`config.mk`:
```
export PLATFORM = sky130hd
export DESIGN_NAME = dti_uart_rx_core
export DESIGN_NICKNAME = d
export VERILOG_FILES = /design/src/rtl/dti_uart_pkg.sv /design/src/rtl/dti_uart_sync_fifo.sv /design/src/rtl/dti_uart_rx_core.sv
export SDC_FILE = /design/constraint.sdc
export NUM_CORES = 1
export LEC_CHECK = 0
export BUFFER_PORTS_ARGS = -buffer_cell sky130_fd_sc_hd__buf_4
export CAP_MARGIN = 5
export CORE_UTILIZATION = 60
export CTS_CLUSTER_SIZE = 10
export DETAILED_ROUTE_END_ITERATION = 16
export GPL_TIMING_DRIVEN = 1
export PLACE_DENSITY = 0.78
export SLEW_MARGIN = 20
export SYNTH_ARGS = -nofsm -noshare
export SYNTH_HDL_FRONTEND = slang
export SYNTH_SLANG_ARGS = --single-unit
```
`constraint.sdc`:
```
create_clock -name clk -period 8.92 [get_ports clk]
set_input_delay 1.338 -clock clk [delete_from_list [all_inputs] [get_ports clk]]
set_output_delay 1.338 -clock clk [all_outputs]
set_load 0.01 [all_outputs]
```
`src/rtl/dti_uart_pkg.sv`:
```
// Shared types and constants for the dti_uart receive path.
package dti_uart_pkg;

  typedef enum logic [2:0] {IDLE, START, DATA, PARITY, STOP} rx_state_e;

  localparam int RX_DATA_W = 9;

  localparam logic [3:0] DATA_BITS_MIN = 4'd5;
  localparam logic [3:0] DATA_BITS_MAX = 4'd9;
  localparam logic [3:0] DATA_BITS_DEF = 4'd8;

  typedef struct packed {
    logic [RX_DATA_W-1:0] data;
    logic                 parity_err;
    logic                 frame_err;
  } rx_entry_t;

  function automatic logic [3:0] clamp_data_bits(input logic [3:0] bits);
    return ((bits < DATA_BITS_MIN) || (bits > DATA_BITS_MAX)) ? DATA_BITS_DEF : bits;
  endfunction

endpackage

```
`src/rtl/dti_uart_sync_fifo.sv`:
```
// Generic show-ahead FIFO: the head entry is visible on rdata_o whenever it is not empty.
// rdata_o reads as zero while empty so downstream sees clean values after reset.
module dti_uart_sync_fifo #(
  parameter int WIDTH = 11,
  parameter int DEPTH = 16
) (
  input  logic                     clk_i,
  input  logic                     rst_i,
  input  logic                     push_i,
  input  logic [WIDTH-1:0]         wdata_i,
  input  logic                     pop_i,
  output logic [WIDTH-1:0]         rdata_o,
  output logic                     empty_o,
  output logic                     full_o,
  output logic [$clog2(DEPTH):0]   level_o
);

  localparam int AW = $clog2(DEPTH);
  localparam int LW = AW + 1;

  logic [WIDTH-1:0] mem_q [DEPTH];
  logic [AW-1:0]    wr_ptr_q, rd_ptr_q;
  logic [LW-1:0]    level_q, level_d;
  logic             do_push, do_pop;

  // A push into a full FIFO is still accepted when the head leaves in the same cycle.
  assign do_pop  = pop_i && (level_q != '0);
  assign do_push = push_i && ((level_q != LW'(DEPTH)) || do_pop);

  always_comb begin
    level_d = level_q;
    if (do_push && !do_pop) begin
      level_d = level_q + LW'(1);
    end else if (do_pop && !do_push) begin
      level_d = level_q - LW'(1);
    end
  end

  always_ff @(posedge clk_i or posedge rst_i) begin
    if (rst_i) begin
      wr_ptr_q <= '0;
      rd_ptr_q <= '0;
      level_q  <= '0;
    end else begin
      if (do_push) wr_ptr_q <= wr_ptr_q + AW'(1);
      if (do_pop)  rd_ptr_q <= rd_ptr_q + AW'(1);
      level_q <= level_d;
    end
  end

  always_ff @(posedge clk_i) begin
    if (do_push) mem_q[wr_ptr_q] <= wdata_i;
  end

  assign empty_o = (level_q == '0);
  assign full_o  = (level_q == LW'(DEPTH));
  assign level_o = level_q;
  assign rdata_o = empty_o ? '0 : mem_q[rd_ptr_q];

endmodule

```
`src/rtl/dti_uart_rx_core.sv`:
```
// Buffered UART receiver: oversampled frame FSM feeding a show-ahead FIFO with overrun and RTS.
// Define DTI_UART_RX_BREAK_DET_EN to swallow break frames and flag them on break_det.
module dti_uart_rx_core
  import dti_uart_pkg::*;
#(
  parameter int MAX_DATA_BITS = 9,
  parameter int FIFO_DEPTH    = 16,
  parameter int OVERSAMPLE    = 16,
  parameter int DIV_W         = 16,
  parameter int RTS_THRESH    = 12
) (
  input  logic                          clk,
  input  logic                          reset,
  input  logic                          rx,
  input  logic [DIV_W-1:0]              cfg_div,
  input  logic [3:0]                    cfg_data_bits,
  input  logic                          cfg_stop2,
  input  logic                          cfg_parity_en,
  input  logic                          cfg_parity_odd,
  input  logic                          rd_en,
  input  logic                          clr_overrun,
  output logic [MAX_DATA_BITS-1:0]      rd_data,
  output logic                          rd_parity_err,
  output logic                          rd_frame_err,
  output logic                          empty,
  output logic                          full,
  output logic [$clog2(FIFO_DEPTH):0]   level,
  output logic                          overrun,
  output logic                          break_det,
  output logic                          rts_n
);

`ifdef DTI_UART_RX_BREAK_DET_EN
  localparam bit BREAK_EN = 1'b1;
`else
  localparam bit BREAK_EN = 1'b0;
`endif

  localparam int              SC_W     = $clog2(OVERSAMPLE);
  localparam logic [SC_W-1:0] MID_CNT  = SC_W'(OVERSAMPLE / 2 - 1);
  localparam logic [SC_W-1:0] LAST_CNT = SC_W'(OVERSAMPLE - 1);
  localparam int              LW       = $clog2(FIFO_DEPTH) + 1;

  logic                     rx_meta_q, rx_s_q;
  logic [DIV_W-1:0]         div_cnt_q;
  logic                     tick;

  rx_state_e                state_q, state_d;
  logic [SC_W-1:0]          s_cnt_q, s_cnt_d;
  logic [3:0]               bit_cnt_q, bit_cnt_d;
  logic [3:0]               nbits_q, nbits_d;
  logic [MAX_DATA_BITS-1:0] shift_q, shift_d;
  logic [MAX_DATA_BITS-1:0] aligned;
  logic                     stop2_q, stop2_d;
  logic                     par_en_q, par_en_d;
  logic                     par_odd_q, par_odd_d;
  logic                     par_bit_q, par_bit_d;
  logic                     perr_q, perr_d;
  logic                     ferr_q, ferr_d;
  logic                     stop_cnt_q, stop_cnt_d;
  logic                     brk_wait_q, brk_wait_d;

  logic                     sample, last_stop, is_break;
  logic                     push, brk_set, drop;
  rx_entry_t                entry, head;
  logic                     fifo_empty, fifo_full;
  logic [LW-1:0]            fifo_level;
  logic                     overrun_q, break_det_q, rts_n_q;

  always_ff @(posedge clk or posedge reset) begin
    if (reset) begin
      rx_meta_q <= 1'b1;
      rx_s_q    <= 1'b1;
      div_cnt_q <= '0;
    end else begin
      rx_meta_q <= rx;
      rx_s_q    <= rx_meta_q;
      div_cnt_q <= tick ? cfg_div : div_cnt_q - DIV_W'(1);
    end
  end

  assign tick = (div_cnt_q == '0);

  // The sample counter is zeroed on the start edge, so every bit is sampled near its centre.
  assign sample    = tick && (s_cnt_q == MID_CNT);
  assign last_stop = !stop2_q || stop_cnt_q;
  assign is_break  = !rx_s_q && !stop_cnt_q && (shift_q == '0) && (!par_en_q || !par_bit_q);
  assign aligned   = shift_q >> (4'(MAX_DATA_BITS) - nbits_q);

  always_ff @(posedge clk or posedge reset) begin
    if (reset) begin
      state_q    <= IDLE;
      s_cnt_q    <= '0;
      bit_cnt_q  <= '0;
      nbits_q    <= DATA_BITS_DEF;
      shift_q    <= '0;
      stop2_q    <= 1'b0;
      par_en_q   <= 1'b0;
      par_odd_q  <= 1'b0;
      par_bit_q  <= 1'b0;
      perr_q     <= 1'b0;
      ferr_q     <= 1'b0;
      stop_cnt_q <= 1'b0;
      brk_wait_q <= 1'b0;
    end else begin
      state_q    <= state_d;
      s_cnt_q    <= s_cnt_d;
      bit_cnt_q  <= bit_cnt_d;
      nbits_q    <= nbits_d;
      shift_q    <= shift_d;
      stop2_q    <= stop2_d;
      par_en_q   <= par_en_d;
      par_odd_q  <= par_odd_d;
      par_bit_q  <= par_bit_d;
      perr_q     <= perr_d;
      ferr_q     <= ferr_d;
      stop_cnt_q <= stop_cnt_d;
      brk_wait_q <= brk_wait_d;
    end
  end

  always_comb begin
    state_d    = state_q;
    s_cnt_d    = s_cnt_q;
    bit_cnt_d  = bit_cnt_q;
    nbits_d    = nbits_q;
    shift_d    = shift_q;
    stop2_d    = stop2_q;
    par_en_d   = par_en_q;
    par_odd_d  = par_odd_q;
    par_bit_d  = par_bit_q;
    perr_d     = perr_q;
    ferr_d     = ferr_q;
    stop_cnt_d = stop_cnt_q;
    brk_wait_d = brk_wait_q;
    if (tick) s_cnt_d = (s_cnt_q == LAST_CNT) ? '0 : s_cnt_q + SC_W'(1);
    case (state_q)
      IDLE: begin
        if (!rx_s_q) begin
          state_d    = START;
          s_cnt_d    = '0;
          bit_cnt_d  = '0;
          shift_d    = '0;
          par_bit_d  = 1'b0;
          perr_d     = 1'b0;
          ferr_d     = 1'b0;
          stop_cnt_d = 1'b0;
          brk_wait_d = 1'b0;
          nbits_d    = clamp_data_bits(cfg_data_bits);
          stop2_d    = cfg_stop2;
          par_en_d   = cfg_parity_en;
          par_odd_d  = cfg_parity_odd;
        end
      end
      START: begin
        if (sample) state_d = rx_s_q ? IDLE : DATA;
      end
      DATA: begin
        if (sample) begin
          shift_d   = {rx_s_q, shift_q[MAX_DATA_BITS-1:1]};
          bit_cnt_d = bit_cnt_q + 4'd1;
          if (bit_cnt_q == nbits_q - 4'd1) state_d = par_en_q ? PARITY : STOP;
        end
      end
      PARITY: begin
        if (sample) begin
          par_bit_d = rx_s_q;
          perr_d    = ((^shift_q) ^ rx_s_q) != par_odd_q;
          state_d   = STOP;
        end
      end
      STOP: begin
        if (brk_wait_q) begin
          if (rx_s_q) state_d = IDLE;
        end else if (sample) begin
          if (!rx_s_q) ferr_d = 1'b1;
          if (BREAK_EN && is_break) begin
            brk_wait_d = 1'b1;
          end else if (last_stop) begin
            state_d = IDLE;
          end else begin
            stop_cnt_d = 1'b1;
          end
        end
      end
      default: state_d = IDLE;
    endcase
  end

  always_comb begin
    push             = 1'b0;
    brk_set          = 1'b0;
    entry.data       = RX_DATA_W'(aligned);
    entry.parity_err = perr_q;
    entry.frame_err  = ferr_q | ~rx_s_q;
    if ((state_q == STOP) && !brk_wait_q && sample) begin
      if (BREAK_EN && is_break) begin
        brk_set = 1'b1;
      end else if (last_stop) begin
        push = 1'b1;
      end
    end
  end

  dti_uart_sync_fifo #(
    .WIDTH ($bits(rx_entry_t)),
    .DEPTH (FIFO_DEPTH)
  ) u_fifo (
    .clk_i   (clk),
    .rst_i   (reset),
    .push_i  (push),
    .wdata_i (entry),
    .pop_i   (rd_en),
    .rdata_o (head),
    .empty_o (fifo_empty),
    .full_o  (fifo_full),
    .level_o (fifo_level)
  );

  assign drop = push && fifo_full && !rd_en;

  always_ff @(posedge clk or posedge reset) begin
    if (reset) begin
      overrun_q   <= 1'b0;
      break_det_q <= 1'b0;
      rts_n_q     <= 1'b1;
    end else begin
      overrun_q   <= drop ? 1'b1 : (clr_overrun ? 1'b0 : overrun_q);
      break_det_q <= brk_set ? 1'b1 : (clr_overrun ? 1'b0 : break_det_q);
      rts_n_q     <= (fifo_level >= LW'(RTS_THRESH));
    end
  end

  assign rd_data       = MAX_DATA_BITS'(head.data);
  assign rd_parity_err = head.parity_err;
  assign rd_frame_err  = head.frame_err;
  assign empty         = fifo_empty;
  assign full          = fifo_full;
  assign level         = fifo_level;
  assign overrun       = overrun_q;
  assign break_det     = break_det_q;
  assign rts_n         = rts_n_q;

endmodule

```
; ---- After elaboration in Yosys (flattened, before gate mapping)
; Memory sizes are Yosys's and may differ from the RTL's.
; Cells that the tools add are included.
[word_totals]
ff_bits = 63
latch_bits = 0
ram_bits = 176
romBits = 0
input_bits = 28
output_inout_bits = 21
word_cells = 126
memories = 1
[classes]
add_sub_neg = 9
n_mul = 0
n_div = 0
n_lt_le_gt_ge = 3
n_eq_ne = 19
n_shift = 1
muxes = 40
bitwise_logic = 3
n_reduce_logical = 31
[mem_list]
columns = name, depth, width, rd, rd_ports_with_merged_regs, write_ports, line_no
row1 = u_fifo.mem_q, 16, 11, 1, 0, 1, dti_uart_sync_fifo.sv:21  ; logic [WIDTH-1:0] mem_q [DEPTH];
[ops]
columns = op, n
row1 = 4-bit two-way mux, 7
row2 = 3-bit two-way mux, 8
row3 = 9-bit two-way mux, 2
row4 = "2-bit != test, second input constant", 9
row5 = 9-bit one-hot mux with 2 select lines, 1
row6 = "4-bit by 1-bit adder with 4-bit output, second input constant", 4
row7 = 16-bit logical NOT, 1
row8 = 16-bit two-way mux, 1
row9 = "16-bit by 1-bit subtractor with 16-bit output, second input constant", 1
row10 = 3-bit one-hot mux with 5 select lines, 1
row11 = 1-bit two-way mux, 12
row12 = 11-bit two-way mux, 1
row13 = 5-bit two-way mux, 2
row14 = 2-bit nonzero test, 5
row15 = 9-bit parity, 1
row16 = 9-bit by 4-bit right shift with 9-bit output, 1
row17 = 1-bit logical AND, 8
row18 = 4-bit one-hot mux with 2 select lines, 1
row19 = 4-bit AND reduction, 2
row20 = 7-bit AND reduction, 1
row21 = "3-bit by 2-bit equality test with 1-bit output, second input constant", 2
row22 = 1-bit one-hot mux with 2 select lines, 3
row23 = 3-bit AND reduction, 2
row24 = "5-bit by 1-bit adder with 5-bit output, second input constant", 1
row25 = other kinds (24), 29

; ---- Longest topological paths before layout
[depth]
word_depth = 9
ltp_mapped = 15
depth_no_buf = 14

; ---- Modules after synthesis
; From an unflattened synthesis, not the netlist that was laid out.
[unflattened]
hier_cells = 720
area_unflattened_um2 = 10618.9
[modules_own_cells]
columns = mod, n_inst, cells_per_inst, area_per_inst_um2, seq_area_each_um2
row1 = dti_uart_sync_fifo, 1, 385, 7693.6, 5610.4
row2 = dti_uart_rx_core, 1, 335, 2925.3, 1256.2

; ---- Least setup slack after synthesis
; Ideal clock, no wire load.
[synth_path]
kind = register to output
start = register u_fifo.rd_ptr_q[0]
end = output rd_data[8]
arrival_ns = 2.243
slack_ns = 5.339
path_stages_with_launch = 6
n_path_buf = 2
cell_sequence = dfrtp_1 clkbuf_1 buf_2 mux4_2 mux4_2 nor2b_1
[synth_between]
elab_chain_len = 2
[synth_lines]
columns = element, line_no
row1 = start: declaration, dti_uart_sync_fifo.sv:22  ; logic [AW-1:0] wr_ptr_q, rd_ptr_q;
row2 = start signal: assignment, dti_uart_sync_fifo.sv:46  ; if (do_pop) rd_ptr_q <= rd_ptr_q + AW'(1);
row3 = memory read 16 x 11 bit, --
row4 = 11-bit two-way mux, dti_uart_sync_fifo.sv:58  ; assign rdata_o = empty_o ? '0 : mem_q[rd_ptr_q];
row5 = end: declaration, dti_uart_rx_core.sv:22  ; output logic [MAX_DATA_BITS-1:0] rd_data,
; No other way between the ends.

; ---- Worst setup path after layout
[layout_path]
start = register u_fifo.rd_ptr_q[0]
end = output rd_data[4]
; The elaborated chain is that of the path after synthesis.

==> results <==
- The first TritonRoute pass finished after 5 iterations.
- Static timing analysis puts the maximum clock frequency at approximately 220 MHz.
- Sorting the synthesized cells by how often they occur yields edfxtp_1, nand2_1, dfrtp_1, mux4_2, nor2_1.
- The clock network latency to the later pin of the worst-skew pair is around 0.53 ns.
- Across every metal layer, demand over resource in global routing totals 0.2547.
- The endpoint arrival time on the critical path is roughly 3.3 ns.
- The tightest min-delay check is of the flop to flop type.
- The total power of the final layout is approximately 2.9 mW.
- The final antenna-violating net count is 0.
- The count of different cell masters after synthesis is 55.
- The largest net degree at the start of global routing is between 60 and 70.
- The power density over cell area is about 240 nW/um^2.
- Setup repair after global routing left no endpoint under its margin.
- The detailed-route wire length is around 22 mm.
- The count of final setup violators is 0.
- In this run, synthesis produced a sequential element count of 239.
- The mean post-synth cell area is about 15 sq um.
- The starting density of the core is 0.6216.
- The first global-routing pass estimated ~34 mm of wire.
- The worst setup margin is between 4 and 5 ns.
- The number of nets handed over by synthesis was roughly 730.
- Counting every instance in the synthesized netlist gives roughly 690.
- The analysis attributes to cell leakage a power of roughly 4.2 nW.
- In this run the most critical hold path is launched from rx_meta_q.
- The total setup buffers inserted after CTS is 0.
- The chip width is around 130 microns.
- The number of clock buffers added by TritonCTS is 27.
- The number of slew-limit violations in the final report is 0.
- The share of synthesized area in the top cell type comes to 0.5055.
- The final worst-path cycle share is 0.5188.
- 0 antenna diodes ended up in the layout.
- In this run the worst setup path begins at u_fifo.rd_ptr_q[0].
- In the final routed layout, each cell accounts on average for between 20 and 25 microns.
- Setup total negative slack on the finished layout was measured at 0 ns.
- The final route contains ~6000 vias.
- In the final layout, the share of cells above drive strength 1 is 0.2343.
- The number of top-level design ports is 49.
- Input and output buffers added on the ports amount to 47.
- The peak ir drop on the vdd network is 0.1944 mV.
- The congestion estimate from routability-driven global placement came to ~0.83.
- The TritonCTS clock tree is built.
- The maximum number of buffers from clock root to sink is 3.
- The biggest area contributor in the post-synthesis netlist is edfxtp_1.
- The finished cells cover around 12000 sq um.
- The number of antenna violations at the first check in global routing is 0.
- The total congestion overflow after global routing is 0.
- After clock tree synthesis, the clock-pin slew on the worst setup and hold paths is about 0.060 ns.
- The number of enable-type register cells in the synthesized netlist is approximately 180.
- The relative slew slack is 0.2454.
- The most common cell in the netlist is edfxtp_1.
- The worst register-to-register path begins at div_cnt_q[0].
- Once detailed placement completed, the half-perimeter wirelength came to between 10 and 15 mm.
- The final hold violation count was 0.
- In this run the vertical extent of the chip is between 100 and 150 microns.
- In this run the worst path has a maximum fanout of 35.
- The final hold slack is roughly 0.36 ns.
- The classification of the worst setup path is flop to output port.
- Fill cells in the final layout number 1087.
- The total placed instance area is ~11000 sq um.
- After floorplanning, the core was divided into 47 placement rows.
- Among all flip-flop cells after synthesis, the most frequent one is edfxtp_1.
- The placeable core region is 16820 sq um.
- The count of unresolved DRC violations after routing is 0.
- In this run the number of H-tree levels came out at 1.
- The root cell of the clock tree is clkbuf_16.
- The floorplan step defined a die boundary enclosing around 18000 sq um.
- Across the run, the number of max-cap violations was 0.
- In this run the cell area of the synthesized design comes to between 10000 and 15000 sq um.
- The run finished with clean final reports.
- By area the synthesized netlist is led by edfxtp_1, dfrtp_1, mux4_2.
- The detailed-route vias per instance is ~6.
- The clock period could shrink to 4.627 ns.
- The area growth from synthesis to layout is 14.05%.
- The number of global-route vias before repair was 6210.
- The number of buffers inserted by hold repair at cts is 0.
- The violation count after the first detailed-route iteration is 506.
- For this run, the post-layout net count is 788.
- The clock drives approximately 240 sinks.
- For this run, asynchronously set or reset flops after synthesis account for 0.2636.
- The nature of the critical path startpoint is a flop.
- At the pin with the least slew margin, the transition time is roughly 1.1 ns.
- The capturing element type of the critical path is an output port.
- The required time of the critical path is 7.58 ns.
- The total number of yosys warnings is 0.
- The number of gates resized after cts is 0.
- For the final database, setup skew stands at roughly 0.0070 ns.
- OpenSTA, run right after detailed placement, puts the worst setup slack at about 4.8 ns.
- The share of the Yosys chip area taken by registers is 0.6568.
## layout make-up
class / count / area (sq um) / area share
Clock buffer: 49 / 758.2 / 0.06359
Tap cell: 220 / 275.3 / 0.02309
Inverter: 19 / 71.32 / 0.005981
Multi-Input combinational cell: 394 / 3462 / 0.2903
Sequential cell: 239 / 6872 / 0.5763
Timing Repair Buffer: 62 / 465.4 / 0.03903
Clock inverter: 1 / 20.02 / 0.001679
## stage by stage
stage	cells	utilization
after global placement	934	0.6615
final	984	0.7090
after CTS	984	0.7081
after floorplan	686	-
after global routing	984	0.7090
after detailed placement	934	0.6618
## layer usage
metal  track usage  vias to the layer above  share of wire
li1              -                     2722              -
met1        0.3287                     3036           0.39
met2        0.4436                      235           0.52
met3       0.04573                       38          0.063
met4       0.07449                        0          0.027
met5             0                        -              0
## sequential cells by signal, summed over array words and instances, names as in the netlist, 3 cells and up
signal and flops:
bit_cnt_q 4, div_cnt_q 16, nbits_q 4, s_cnt_q 4
shift_q 9, state_q 3, u_fifo.level_o 5, u_fifo.mem_q 176
u_fifo.rd_ptr_q 4, u_fifo.wr_ptr_q 4
## where the power goes
group          switching [mW]  internal (mW)
combinational           0.202          0.269
sequential              0.154           1.25
clock                   0.420          0.571
total                   0.775           2.09
## worst max-delay path, cell delays in order (launching register included)
cell and delay (ns):
dfrtp_2 0.63, buf_4 0.64, mux4_2 0.61, mux4_2 0.52, nor2b_1 0.17, buf_4 0.15
## cell families (layout without fill, tap and decap cells)
group	after synthesis	in the layout	synth area share
multiplexers	69	69	0.1325
AO/OA/AOI/OAI	72	72	0.04296
flip-flops	239	239	0.6568
AND/OR/NAND/NOR	198	198	0.09526
adder cells (fa/ha/maj)	17	17	0.02106
other	1	1	0.0003587
XOR/XNOR	37	37	0.03100
buffers and inverters	53	131	0.02011
## cell usage in the layout, fill, tap and decap left out, types with 22 or more instances in the layout
cell	synthesis	routed
clkbuf_1	24	22
nand2_1	62	62
xnor2_1	26	26
o21ai_0	22	22
clkbuf_16	0	27
edfxtp_1	176	176
dfrtp_1	59	57
nor2_1	46	45
mux4_2	55	55
buf_4	1	62
## worst paths after layout
kind	endpoint	slack, ns	depth (start not counted)
min in group asynchronous	u_fifo.level_o[3]	1.03	3
max in group asynchronous	u_fifo.rd_ptr_q[1]	7.30	3
hold reg to reg	rx_s_q	0.36	0
setup reg to reg	u_fifo.level_o[4]	4.88	14
setup / recovery	rd_data[4]	4.29	5
hold / removal	rx_s_q	0.36	0
(Power assumes the default switching activity.)
